===== config.mk =====
export PLATFORM = sky130hd
export DESIGN_NAME = debounce_filter
export DESIGN_NICKNAME = d
export VERILOG_FILES = /design/src/rtl/debounce_filter.sv
export SDC_FILE = /design/constraint.sdc
export NUM_CORES = 1
export LEC_CHECK = 0
export CORE_MARGIN = 2
export CORE_UTILIZATION = 35
export CTS_CLUSTER_DIAMETER = 100
export DETAILED_ROUTE_END_ITERATION = 16
export GPL_ROUTABILITY_DRIVEN = 0
export SYNTH_ARGS = -nofsm -noshare
export SYNTH_HDL_FRONTEND = slang
export SYNTH_SLANG_ARGS = --single-unit

===== constraint.sdc =====
create_clock -name clk -period 3.5 [get_ports clk]
set_clock_uncertainty 0.05 [all_clocks]
set_input_delay 0.35 -clock clk [delete_from_list [all_inputs] [get_ports clk]]
set_output_delay 0.35 -clock clk [all_outputs]
set_load 0.03 [all_outputs]

===== src/rtl/debounce_filter.sv =====
// debounce_filter: synchronizes a raw input and accepts a level change only
// after it has held for STABLE_CYCLES+1 synchronized samples.
//   clk      : single clock, rising edge
//   rst      : synchronous active-high reset
//   din      : raw asynchronous input
//   clr_cnt  : synchronous clear of edge_cnt
//   dout     : debounced level (registered)
//   rise     : one-cycle pulse on an accepted 0->1 transition (registered)
//   fall     : one-cycle pulse on an accepted 1->0 transition (registered)
//   busy     : a transition is being qualified (decoded from state)
//   edge_cnt : wrapping count of accepted rising edges
module debounce_filter #(
  parameter int unsigned STABLE_CYCLES = 4,
  parameter int unsigned CNT_W         = 8
) (
  input  logic             clk,
  input  logic             rst,
  input  logic             din,
  input  logic             clr_cnt,
  output logic             dout,
  output logic             rise,
  output logic             fall,
  output logic             busy,
  output logic [CNT_W-1:0] edge_cnt
);

  localparam int unsigned QCNT_W = 8;
  localparam logic [QCNT_W-1:0] QMAX = QCNT_W'(STABLE_CYCLES - 1);

  typedef enum logic [1:0] {
    LOW    = 2'd0,
    CHK_HI = 2'd1,
    HIGH   = 2'd2,
    CHK_LO = 2'd3
  } state_t;

  logic              s1;
  logic              s2;
  state_t            state;
  state_t            state_nxt;
  logic [QCNT_W-1:0] qcnt;
  logic [QCNT_W-1:0] qcnt_nxt;
  logic              dout_nxt;
  logic              rise_nxt;
  logic              fall_nxt;
  logic [CNT_W-1:0]  edge_cnt_nxt;

  // State and output registers; reset overrides every other input.
  always_ff @(posedge clk) begin
    if (rst) begin
      s1       <= 1'b0;
      s2       <= 1'b0;
      state    <= LOW;
      qcnt     <= '0;
      dout     <= 1'b0;
      rise     <= 1'b0;
      fall     <= 1'b0;
      edge_cnt <= '0;
    end else begin
      s1       <= din;
      s2       <= s1;
      state    <= state_nxt;
      qcnt     <= qcnt_nxt;
      dout     <= dout_nxt;
      rise     <= rise_nxt;
      fall     <= fall_nxt;
      edge_cnt <= edge_cnt_nxt;
    end
  end

  // Next-state, qualify counter and next output values.
  always_comb begin
    state_nxt = state;
    qcnt_nxt  = qcnt;
    dout_nxt  = dout;
    rise_nxt  = 1'b0;
    fall_nxt  = 1'b0;
    case (state)
      LOW: begin
        if (s2) begin
          state_nxt = CHK_HI;
          qcnt_nxt  = '0;
        end
      end
      CHK_HI: begin
        if (!s2) begin
          state_nxt = LOW;
          qcnt_nxt  = '0;
        end else if (qcnt == QMAX) begin
          state_nxt = HIGH;
          qcnt_nxt  = '0;
          dout_nxt  = 1'b1;
          rise_nxt  = 1'b1;
        end else begin
          qcnt_nxt = qcnt + QCNT_W'(1);
        end
      end
      HIGH: begin
        if (!s2) begin
          state_nxt = CHK_LO;
          qcnt_nxt  = '0;
        end
      end
      CHK_LO: begin
        if (s2) begin
          state_nxt = HIGH;
          qcnt_nxt  = '0;
        end else if (qcnt == QMAX) begin
          state_nxt = LOW;
          qcnt_nxt  = '0;
          dout_nxt  = 1'b0;
          fall_nxt  = 1'b1;
        end else begin
          qcnt_nxt = qcnt + QCNT_W'(1);
        end
      end
      default: begin
        state_nxt = LOW;
        qcnt_nxt  = '0;
        dout_nxt  = 1'b0;
      end
    endcase
  end

  // Clear wins over the old value, but a same-edge accepted rise still counts.
  always_comb begin
    edge_cnt_nxt = clr_cnt ? '0 : edge_cnt;
    if (rise_nxt) begin
      edge_cnt_nxt = edge_cnt_nxt + CNT_W'(1);
    end
  end

  assign busy = (state == CHK_HI) || (state == CHK_LO);

endmodule


==> run_results.csv <==
group,metric,value,unit
global_routing,grt_pass1_wl,3512,um
synth,syn-num-nets,121,
final_layout,synthToLayoutAreaGrowth,18.83,%
timing,max_freq,494.6,MHz
timing,hold_violations,0,
synth,synth-seq-cells,23,
timing,setup_viol,0,
placed_design,post_dp_cell_area,1300,um^2
synth,synth.cell_area,1116,um^2
route,drtIter0Drc,28,
final_layout,drive_above_1_share,0.08462,
cts,cts.clk_slew.worst_paths,130,ps
critical_path,cpPeakStageDelay,540,ps
floorplanning,num_rows,20,
timing,slew_viol_final,0,
route,routed_via_density,4.851,
power,power_density,317.0,nW/um^2
timing,period_share,0.5777,
critical_path,cpLargestDelayFamily,"simple AND/OR/NAND/NOR gates",
synth,synth_top_cell_area_share,0.4126,
critical_path,worst-path-max-fanout,8,
placed_design,dpl.hpwl,1488,um
job,max_cap_violations,0,
synth,yosysWarnings,0,
timing,rsz0062_at_grt,"no",
route,wl_per_cell,11.57,um
synth,synthCells,115,
final_layout,regArea,460.4,um^2
synth,synthFlopType,"dfxtp_1",
cts,cts_made_buffers,3,
global_routing,first_global_vias,792,
route,dr_total_vias,844,
power,power,0.4204,mW
critical_path,cp-start-kind,"register",
cts,ctsHoldBuffers,0,
floorplanning,dieArea,3657,um^2
cts,cts_sinks,23,
power,p_leak,0.4579,nW
timing,min_period,2022,ps
cts,h-tree-depth,1,
cts,clock_path_buffers,2,
floorplanning,start_util,0.3656,
critical_path,crit_path_cell_trace,"ha_1 -> nor4b_4 -> nand3_4 -> or3_1 -> a21boi_1",
placed_design,io_buffers,15,
synth,yosysUniqueCellTypes,33,
timing,worstMarginPinSlew,618.8,ps
cts,cts-resized-gates,0,
critical_path,worstSetupEndpointType,"register",
power,ir_worst_vdd,0.2089,mV
synth,synth_top_cells_by_area,"dfxtp_1 41%, nor4b_4 4.3%, a31oi_1 3.9%",
final_layout,final_cell_area,1326,um^2
final_layout,num_antenna_cells,0,
synth,synth_area_per_cell,9.705,um^2
route,ant_nets,0,
global_routing,grt_overflow,0,
cts,post-cts-setup-buffers,0,
route,drc,0,
synth,yosys.cell_count.top_type,"dfxtp_1",
route,firstDrtPassIters,3,
critical_path,critPathArrivalTime,2230,ps
synth,synth_seq_area_share,0.4126,
synth,synth-async-reset-ratio,0,
min_path,hold_class,"register to register",
synth,synth_top_cells_by_count,"23 x dfxtp_1, 10 x nor2_1, 7 x a31oi_1, 7 x nand2_1, 6 x nor2b_1",
global_routing,grt_max_degree,20,
synth,synth_edf_count,0,
critical_path,critical_path_class,"register to register",
final_layout,multi_input_area,619.3,um^2
cts,cts_tree,"built",
final_layout,fillers,318,
status,outcome,"finished clean",
floorplanning,die_w,60.47,um
final_layout,nets,137,
floorplanning,io_pins,16,
critical_path,cpMaxStageDelayCell,"nor4b_4",
timing,slew_headroom,0.5875,
critical_path,crit_required,3710,ps
route,postRouteWirelength,2014,um
global_routing,grt_usage,0.1270,
global_routing,antenna_found_initial,0,
cts,cts-root-buf,"clkbuf_4",
timing,final.setup.tns,0,ps
synth,yosys.area.top_type,"dfxtp_1",
floorplanning,core,3053,um^2
floorplanning,die_y,60.47,um
critical_path,crit_buf_inv,0,
cts,worstSkewPairLatency,310,ps
-- worst register-to-register path, delay by kind of cell, from the launching register on --
family,cells,cell delay (ps)
DFF,1,410
AOI/OAI and AO/OA,1,140
and+or+nand+nor,3,1140
adders and majority gates,1,240
-- layout by cell type (no fill, tap or decap), drive strengths merged, types with 4 or more instances in the layout --
cell,n
clkdlybuf4s50,15
mux2i,4
xnor2,5
nand3,6
clkbuf,4
nor2b,6
nor2,10
nand2,7
a31oi,7
or3,4
dfxtp,23
-- report_power, final --
group | leakage (nW) | internal, mW | switching [mW]
combinational | 0.257 | 0.0111 | 0.0143
clock | 0.0150 | 0.0445 | 0.0836
sequential | 0.186 | 0.265 | 0.00242
-- registers in the layout, summed over array words and instances, names as in the netlist, named ones only --
| signal | cells |
|---|---|
| s1 | 1 |
| dout | 1 |
| state | 1 |
| edge_cnt | 8 |
| s2 | 1 |
| fall | 1 |
| rise | 1 |
| qcnt | 8 |
-- final cells by class --
type                    count  area share
well taps                  44     0.04151
multi-input cells          85      0.4670
flip-flops and latches     23      0.3472
clock buffers               4     0.01981
inverters                   2    0.005660
repair buffers             16      0.1189
-- stage by stage --
stage	utilization	cells	setup slack, ps	hold slack (ps)
2_1_floorplan	-	115	1742	363.8
3_3_place_gp	0.4258	170	1504	382.5
3_5_place_dp	0.4258	170	1391	390.9
4_1_cts	0.4344	174	1469	412.3
5_1_grt	0.4344	174	1383	439.0
6_report	0.4344	174	1478	409.3
-- worst paths after layout --
path | startpoint | end | slack (ps) | depth (start not counted)
max | qcnt[0] | edge_cnt[6] | 1480 | 5
min | s1 | s2 | 410 | 1
max reg2reg | qcnt[0] | edge_cnt[6] | 1480 | 5
min reg2reg | s1 | s2 | 410 | 1
-- kinds of logic (layout without fill, tap and decap cells) --
| kind of cell | count (synthesis) | count (layout) | synth area share |
|---|---|---|---|
| adder cells (fa/ha/maj) | 2 | 2 | 0.02242 |
| AO/OA/AOI/OAI | 20 | 20 | 0.1356 |
| flip-flops | 23 | 23 | 0.4126 |
| AND/OR/NAND/NOR | 51 | 51 | 0.2982 |
| multiplexers | 4 | 4 | 0.03588 |
| XOR/XNOR | 8 | 8 | 0.06278 |
| buffers and inverters | 7 | 22 | 0.03251 |
-- layer usage --
layer,up-vias,global-route usage,share of wire
li1,447,-,-
met1,382,0.1864,0.52
met2,11,0.1832,0.42
met3,4,0.02132,0.033
met4,0,0.05590,0.019
met5,-,0,0
Note: power is estimated with default switching activity, not from simulation.
